$ cat src/rtl/f_fetch_unit.sv
// Fetch stage: owns pc_F, runs the instruction-memory handshake, and holds the
// F/D pipeline register. A fetch that completes during a stall is parked in a
// hold buffer. A branch target seen while the delay slot is still fetching is
// latched, so it is not lost when decode moves on.
module f_fetch_unit #(
    parameter logic [31:0] RESET_PC  = 32'h0000_3000,
    parameter logic [31:0] NOP_INSTR = 32'h0000_0000
) (
    input  logic        clk,
    input  logic        reset,
    input  logic [31:0] npc,
    input  logic        stall,
    output logic        imem_req,
    output logic [31:0] imem_addr,
    input  logic        imem_ready,
    input  logic [31:0] imem_rdata,
    output logic [31:0] pc_F,
    output logic [31:0] pc_D,
    output logic [31:0] instr_D,
    output logic        valid_D,
    output logic        adel_D
);

    typedef enum logic {
        ST_REQ  = 1'b0,
        ST_HOLD = 1'b1
    } state_t;

    state_t      state_reg;
    state_t      state_next;

    logic [31:0] hold_word_reg;
    logic [31:0] hold_pc_reg;
    logic        hold_adel_reg;

    logic        redir_valid_reg;
    logic [31:0] redir_pc_reg;

    logic        misaligned;
    logic        fetch_done;
    logic [31:0] fetch_word;
    logic [31:0] fetch_pc;
    logic        fetch_adel;
    logic [31:0] pc_seq;

    // A misaligned PC never goes to memory; it completes locally as a faulting NOP.
    assign misaligned = (pc_F[1:0] != 2'b00);
    assign imem_addr  = pc_F;
    assign pc_seq     = pc_F + 32'd4;

    // Next state, memory request, and the fetch that completes this cycle.
    always_comb begin
        state_next = state_reg;
        imem_req   = 1'b0;
        fetch_done = 1'b0;
        fetch_word = NOP_INSTR;
        fetch_adel = 1'b0;
        fetch_pc   = pc_F;
        case (state_reg)
            ST_REQ: begin
                imem_req   = !misaligned;
                fetch_done = misaligned || imem_ready;
                fetch_word = misaligned ? NOP_INSTR : imem_rdata;
                fetch_adel = misaligned;
                if (fetch_done && stall) begin
                    state_next = ST_HOLD;
                end
            end
            ST_HOLD: begin
                // The buffered fetch counts as completing once the stall lifts.
                fetch_done = 1'b1;
                fetch_word = hold_word_reg;
                fetch_adel = hold_adel_reg;
                fetch_pc   = hold_pc_reg;
                if (!stall) begin
                    state_next = ST_REQ;
                end
            end
            default: state_next = ST_REQ;
        endcase
    end

    // State register.
    always_ff @(posedge clk or negedge reset) begin
        if (!reset) begin
            state_reg <= ST_REQ;
        end else begin
            state_reg <= state_next;
        end
    end

    // Park a fetch that completes while the pipeline is frozen.
    always_ff @(posedge clk or negedge reset) begin
        if (!reset) begin
            hold_word_reg <= NOP_INSTR;
            hold_adel_reg <= 1'b0;
            hold_pc_reg   <= 32'd0;
        end else if (stall && (state_reg == ST_REQ) && fetch_done) begin
            hold_word_reg <= fetch_word;
            hold_adel_reg <= fetch_adel;
            hold_pc_reg   <= fetch_pc;
        end
    end

    // Fetch PC advances only on a completing fetch, preferring a latched redirect.
    always_ff @(posedge clk or negedge reset) begin
        if (!reset) begin
            pc_F <= RESET_PC;
        end else if (!stall && fetch_done) begin
            pc_F <= redir_valid_reg ? redir_pc_reg : npc;
        end
    end

    // F/D register: real instruction on completion, otherwise a bubble (pc_D kept).
    always_ff @(posedge clk or negedge reset) begin
        if (!reset) begin
            pc_D    <= 32'd0;
            instr_D <= NOP_INSTR;
            valid_D <= 1'b0;
            adel_D  <= 1'b0;
        end else if (!stall) begin
            if (fetch_done) begin
                pc_D    <= fetch_pc;
                instr_D <= fetch_word;
                valid_D <= 1'b1;
                adel_D  <= fetch_adel;
            end else begin
                instr_D <= NOP_INSTR;
                valid_D <= 1'b0;
                adel_D  <= 1'b0;
            end
        end
    end

    // Latch a non-sequential npc from the instruction leaving D while F still waits.
    always_ff @(posedge clk or negedge reset) begin
        if (!reset) begin
            redir_valid_reg <= 1'b0;
            redir_pc_reg    <= 32'd0;
        end else if (!stall) begin
            if (fetch_done) begin
                redir_valid_reg <= 1'b0;
            end else if (valid_D && (npc != pc_seq)) begin
                redir_valid_reg <= 1'b1;
                redir_pc_reg    <= npc;
            end
        end
    end

endmodule

$ cat config.mk
export PLATFORM = sky130hd
export DESIGN_NAME = f_fetch_unit
export DESIGN_NICKNAME = d
export VERILOG_FILES = /design/src/rtl/f_fetch_unit.sv
export SDC_FILE = /design/constraint.sdc
export NUM_CORES = 1
export LEC_CHECK = 0
export CAP_MARGIN = 10
export CORE_MARGIN = 2
export CORE_UTILIZATION = 30
export CTS_BUF_LIST = sky130_fd_sc_hd__clkbuf_2
export DETAILED_ROUTE_END_ITERATION = 8
export GPL_TIMING_DRIVEN = 0
export HOLD_SLACK_MARGIN = 0.05
export MAX_ROUTING_LAYER = met4
export PLACE_DENSITY = 0.63
export SLEW_MARGIN = 20
export SYNTH_ARGS = -nofsm -noshare
export SYNTH_HDL_FRONTEND = slang
export SYNTH_SLANG_ARGS = --single-unit
$ cat constraint.sdc
create_clock -name clk -period 9.2 [get_ports clk]
set_input_delay 1.38 -clock clk [delete_from_list [all_inputs] [get_ports clk]]
set_output_delay 1.38 -clock clk [all_outputs]
set_load 0.03 [all_outputs]
==> results of run 1 <==
[per-stage QoR]
step                      setup TNS [ps]  setup WS, ps  total power [mW]  cell area, um^2
after floorplan                        0          5786             2.294             9798
after global placement           -351000         -1817             2.859            12320
after detailed placement               0          4664             2.897            12390
after CTS                              0          4117             3.335            12620
after global routing                   0          3854             3.511            12640
final                                  0          4229             3.301            12640
[power by group through the flow]
stage	registers, mW	logic [mW]	clock network [mW]
floorplan	1.58	0.716	0
global placement	1.38	1.48	0
detailed placement	1.39	1.51	0
CTS	1.37	1.52	0.451
global route	1.41	1.62	0.482
finish	1.36	1.50	0.435
[cell type report]
cell class	count	area, um^2	area share [%]
Multi-Input combinational cell	640	4265	33.75
Tap cell	442	553.0	4.376
Timing Repair Buffer	199	2032	16.08
Inverter	6	22.52	0.1782
Antenna cell	5	12.51	0.09901
Clock inverter	14	143.9	1.139
Sequential cell	197	4932	39.03
Clock buffer	18	90.09	0.7129
Buffer	106	585.6	4.634
[worst paths after layout]
kind | startpoint | slack (ps) | end | depth (start not counted)
min in group clk | pc_D[31] | 520 | pc_D[31] | 2
worst max-delay path | imem_addr[1] | 4230 | imem_req | 5
worst max register to register | imem_addr[2] | 5590 | redir_pc_reg[4] | 12
worst min-delay path | reset | 340 | instr_D[6] | 1
max in group asynchronous | reset | 8100 | imem_addr[13] | 2
worst min register to register | pc_D[31] | 520 | pc_D[31] | 2
[synthesized netlist by cell type (all sizes together), types with 12 or more instances]
cell type / instances
mux2i: 68
dfrtp: 195
nand4: 12
nand2: 185
nor2: 15
xor2: 16
o21ai: 135
mux2: 65
buf: 49
nor4: 12
xnor2: 19
nand3: 15
clkbuf: 57
a22oi: 33
[worst register-to-register path, cell delays in order (launching register included)]
cell      delay [ps]
dfrtp_1          590
ha_1             320
and3_1           210
clkbuf_1         190
nand3_1          170
o21a_1           170
or4b_1           440
a32oi_1          260
nand4_1          200
o31ai_4          370
nor2_4           120
buf_12           180
mux2_4           290
[metal layers]
| layer | share of wire (%) | routed length, um | track usage, % |
|---|---|---|---|
| met1 | 47 | 13080 | 22.69 |
| met3 | 5.6 | 1567 | 3.853 |
| met5 | 0 | 0 | - |
| met2 | 47 | 13130 | 27.47 |
| met4 | 0.95 | 267 | 3.270 |
[logic make-up (layout without fill, tap and decap cells)]
| group | count (synthesis) | count (layout) | synth area share (%) |
|---|---|---|---|
| and+or+nand+nor | 275 | 275 | 12.96 |
| xor gates and xnor gates | 35 | 35 | 3.129 |
| DFF | 197 | 197 | 50.34 |
| muxes | 133 | 133 | 15.57 |
| buffers and inverters | 112 | 343 | 6.206 |
| AOI/OAI and AO/OA | 196 | 196 | 11.67 |
| other | 0 | 5 | 0 |
| adders and majority gates | 1 | 1 | 0.1277 |
==> flow_summary_export.csv, run 1 <==
group,metric,value,unit
outcome,status,"finished clean",
timing,holdWs,343.0,ps
yosys,synth_flop_cell,"dfrtp_1",
clocking,cts_max_level,4,
power_and_ir_drop,combPwrFrac,45.5,%
setup_path,crit_buf_inv,4,
setup_path,cpMostUsedCell,"clkbuf_1",
yosys,synth_cell_type_count,59,
placement,portBuffers,197,
timing,drv_slew,0,
timing,finalCritPeriodShare,54.04,%
routing,vias,7759,
routing,drtPass1Iterations,6,
die,io_pins,199,
yosys,synth_warnings,0,
finish,stdcell_count,1627,
min_path,min_path_type,"primary input to asynchronous set/reset pin",
die,row_count,66,
routing,wirelength,28.05,mm
grt,grt_pass1_wl,44.18,mm
finish,final_cell_mix,"clkdlybuf4s50_1, dfrtp_1, nand2_1, o21ai_0, mux2i_1",
timing,worst_pin_slew,1049,ps
yosys,netlist_instances,949,
setup_path,crit_required,7820,ps
setup_path,start_kind,"register",
timing,layout_min_cycle_time,4971,ps
clocking,cts_tree,"yes",
grt,grt_pass1_vias,7791,
clocking,clock-sinks,197,
power_and_ir_drop,cellLeakagePower,5.241,nW
timing,rsz0062_at_grt,"false",
finish,utilization,39.04,%
timing,timing.fmax,0.2012,GHz
grt,antenna_found_initial,5,
yosys,synth-edff-count,0,
power_and_ir_drop,power.switching,1.346,mW
timing,setup_viol,0,
power_and_ir_drop,power_density,261.2,mW/mm^2
setup_path,cp.arrival,3590,ps
clocking,insertion_delay,790,ps
setup_path,critPathMaxFanout,10,
yosys,synthesis.nets,1018,
clocking,cts_max_path_buffers,2,
setup_path,path_delay_family,"buffers and inverters",
yosys,ys_seq_area_share,50.34,%
yosys,ys_top_cells_by_area,"dfrtp_1, nand2_1, mux2i_1",
die,die_x,184.7,um
yosys,synth.largest_area_cell,"dfrtp_1",
die,die_h,184.7,um
grt,overflow,0,
power_and_ir_drop,intPower,1.954,mW
routing,avgRoutedWirePerCell,17.24,um
clocking,hold_buffers,0,
yosys,avgSynthCellArea,10.32,um^2
finish,fillerInstances,3268,
flow_run,drv_cap,0,
yosys,async_flop_share,100.0,%
die,start_util,30.27,%
placement,dp_hpwl,20.50,mm
die,core,0.03237,mm^2
finish,area_delta_synth_final,28.97,%
timing,relSlewSlack,30.05,%
placement,dp.cells,1590,
clocking,cts_buffers,17,
die,fp.dieArea,0.03412,mm^2
grt,grt_util_all_layers,17.23,%
grt,grt_max_degree,94,
clocking,ctsResizeCount,0,
clocking,cts.clk_slew.worst_paths,310,ps
setup_path,crit_type,"register to output pin",
clocking,cts_root_buf,"clkbuf_2",
finish,final_common_cell,"clkdlybuf4s50_1",
routing,vias_per_cell,4.769,
finish,drive_above_1_share,13.56,%
placement,place.gp.congestion,0.8364,
setup_path,critPathCaptureType,"output pin",
power_and_ir_drop,ir_drop,0.1515,mV
finish,fin_nets,1236,
setup_path,slowest_stage,"clkdlybuf4s50_1",
clocking,post-cts-setup-buffers,0,
routing,drtIter0Drc,370,
setup_path,path_cells,"clkbuf_1 > nor3_1 > clkbuf_1 > clkbuf_1 > clkdlybuf4s50_1",
routing,drcViolationCount,0,
yosys,ys_ff_latch,197,
power_and_ir_drop,seqPwrFrac,41.4,%
setup_path,max_stage_delay,780,ps
power_and_ir_drop,clockPowerShare,13.2,%
routing,postRouteAntennaNets,0,
yosys,netlist_area,0.009798,mm^2
yosys,synth_top_cell_area_share,49.80,%
power_and_ir_drop,swShare,40.79,%
timing,skew,51.42,ps
timing,timing.final.hold_violations,0,
No activity file was read; power rests on OpenSTA's default activity.
==> run 2: changes to the inputs <==
PLACE_DENSITY = 0.65   (was 0.63)
clock period = 4.3 ns   (was 9.2 ns; I/O delays follow)
==> run 2 against run 1 <==
Clock-buffer cell count stayed put. Design area grew 0.18%. Sequential share of layout area fell by 0.069 points. Power is 110% higher. Critical path depth unchanged. Critical path type unchanged. Largest power group unchanged. Highest routed layer unchanged.
==> flow_summary_export.csv, run 2 (synthesized netlist as in run 1, its figures left out) <==
group,metric,value,unit
die,fp.dieArea,0.03412,mm^2
setup_path,path_delay_family,"buffers and inverters",
finish,drive_above_1_share,13.71,%
die,start_util,30.27,%
timing,finalCritPeriodShare,92.10,%
finish,fillerInstances,3271,
power_and_ir_drop,intPower,4.186,mW
setup_path,cp.arrival,3320,ps
die,row_count,66,
timing,setup_viol,0,
timing,rsz0062_at_grt,"false",
finish,utilization,39.11,%
clocking,cts.clk_slew.worst_paths,290,ps
grt,grt_max_degree,82,
setup_path,start_kind,"register",
finish,area_delta_synth_final,29.20,%
power_and_ir_drop,ir_drop,0.2886,mV
power_and_ir_drop,power.switching,2.882,mW
clocking,cts_max_path_buffers,2,
routing,vias_per_cell,4.761,
power_and_ir_drop,clockPowerShare,13.2,%
grt,antenna_found_initial,4,
finish,stdcell_area,0.01266,mm^2
clocking,insertion_delay,770,ps
timing,holdWs,329.7,ps
timing,timing.final.hold_violations,0,
power_and_ir_drop,combPwrFrac,45.4,%
placement,dp.cells,1591,
finish,final_common_cell,"clkdlybuf4s50_1",
power_and_ir_drop,swShare,40.78,%
die,die_x,184.7,um
timing,timing.fmax,0.2525,GHz
finish,final_cell_mix,"clkdlybuf4s50_1, dfrtp_1, nand2_1, o21ai_0, mux2i_1",
timing,worst_pin_slew,953.6,ps
power_and_ir_drop,power_density,558.3,mW/mm^2
grt,overflow,0,
setup_path,max_stage_delay,740,ps
routing,drtIter0Drc,399,
placement,portBuffers,197,
clocking,cts_tree,"yes",
setup_path,slowest_stage,"clkdlybuf4s50_1",
timing,layout_min_cycle_time,3960,ps
finish,seq_area,0.004932,mm^2
clocking,post-cts-setup-buffers,0,
routing,postRouteAntennaNets,0,
routing,route.met2.wl,13.37,mm
timing,relSlewSlack,36.43,%
min_path,min_path_type,"primary input to asynchronous set/reset pin",
routing,wirelength,28.05,mm
placement,pre_cts_slack,516.0,ps
setup_path,crit_buf_inv,4,
timing,skew,35.33,ps
setup_path,critPathMaxFanout,10,
grt,grt_pass1_vias,7671,
timing,final.setup.tns,0,ps
finish,stdcell_count,1628,
placement,dp_hpwl,20.48,mm
flow_run,drv_cap,0,
setup_path,crit_type,"register to output pin",
timing,fin_ws,339.5,ps
die,die_h,184.7,um
setup_path,crit_required,3650,ps
power_and_ir_drop,cellLeakagePower,5.260,nW
clocking,cts_root_buf,"clkbuf_2",
routing,wl_met1,12.87,mm
die,core,0.03237,mm^2
grt,grt_pass1_wl,44.04,mm
timing,drv_slew,0,
placement,placed_area,0.01240,mm^2
die,io_pins,199,
outcome,status,"finished clean",
setup_path,critPathCaptureType,"output pin",
routing,avgRoutedWirePerCell,17.23,um
grt,grt_util_all_layers,17.11,%
placement,place.gp.congestion,0.8282,
routing,wl_met3,1.682,mm
clocking,clock-sinks,197,
finish,multiInputGateArea,0.004270,mm^2
routing,drtPass1Iterations,4,
clocking,cts_buffers,17,
power_and_ir_drop,power.total,7.068,mW
setup_path,cpMostUsedCell,"clkbuf_1",
routing,vias,7751,
finish,fin_nets,1238,
routing,highest_layer,"met4",
routing,drcViolationCount,0,
power_and_ir_drop,seqPwrFrac,41.4,%
clocking,cts_max_level,4,
setup_path,path_cells,"clkbuf_1 > nor3_2 > clkbuf_1 > clkbuf_2 > clkdlybuf4s50_1",
==> run 2: path summary, 6_finish.rpt <==
| path | depth (start not counted) | slack [ps] | endpoint | from |
|---|---|---|---|---|
| setup reg to reg | 12 | 630 | redir_pc_reg[1] | imem_addr[2] |
| hold / removal | 2 | 330 | instr_D[5] | reset |
| hold reg to reg | 2 | 520 | pc_D[27] | pc_D[27] |
| min in group clk | 3 | 410 | hold_word_reg[19] | imem_rdata[19] |
| setup / recovery | 5 | 340 | imem_req | imem_addr[1] |
| max in group asynchronous | 4 | 2810 | imem_addr[13] | reset |
==> run 2: area by class of cell <==
class | instances | share of cell area [%]
antenna | 4 | 0.07907
buffer | 106 | 4.635
multi-input combinational | 640 | 33.73
sequential | 197 | 38.96
timing repair buffer | 201 | 16.19
inverter | 6 | 0.1779
clock inverter | 14 | 1.146
tap | 442 | 4.368
clock buffer | 18 | 0.7116
==> run 2: power by group through the flow <==
stage	Clock (mW)	Combinational (mW)	Sequential, mW
floorplan	0	1.53	3.38
global placement	0	3.17	2.95
detailed placement	0	3.23	2.97
CTS	0.972	3.25	2.93
global route	1.05	3.47	3.02
finish	0.933	3.21	2.92
==> run 2: repair_timing <==
item	in CTS	in global routing
endpoints found under the setup margin	1	1
hold endpoints to repair	57	0
hold buffers	1	0
resized for setup	1	2
==> run 2: metal layers <==
metal	global-route usage [%]	vias up
met5	-	-
met4	2.508	0
met3	3.537	9
met2	27.79	207
met1	22.58	3815
li1	-	3720
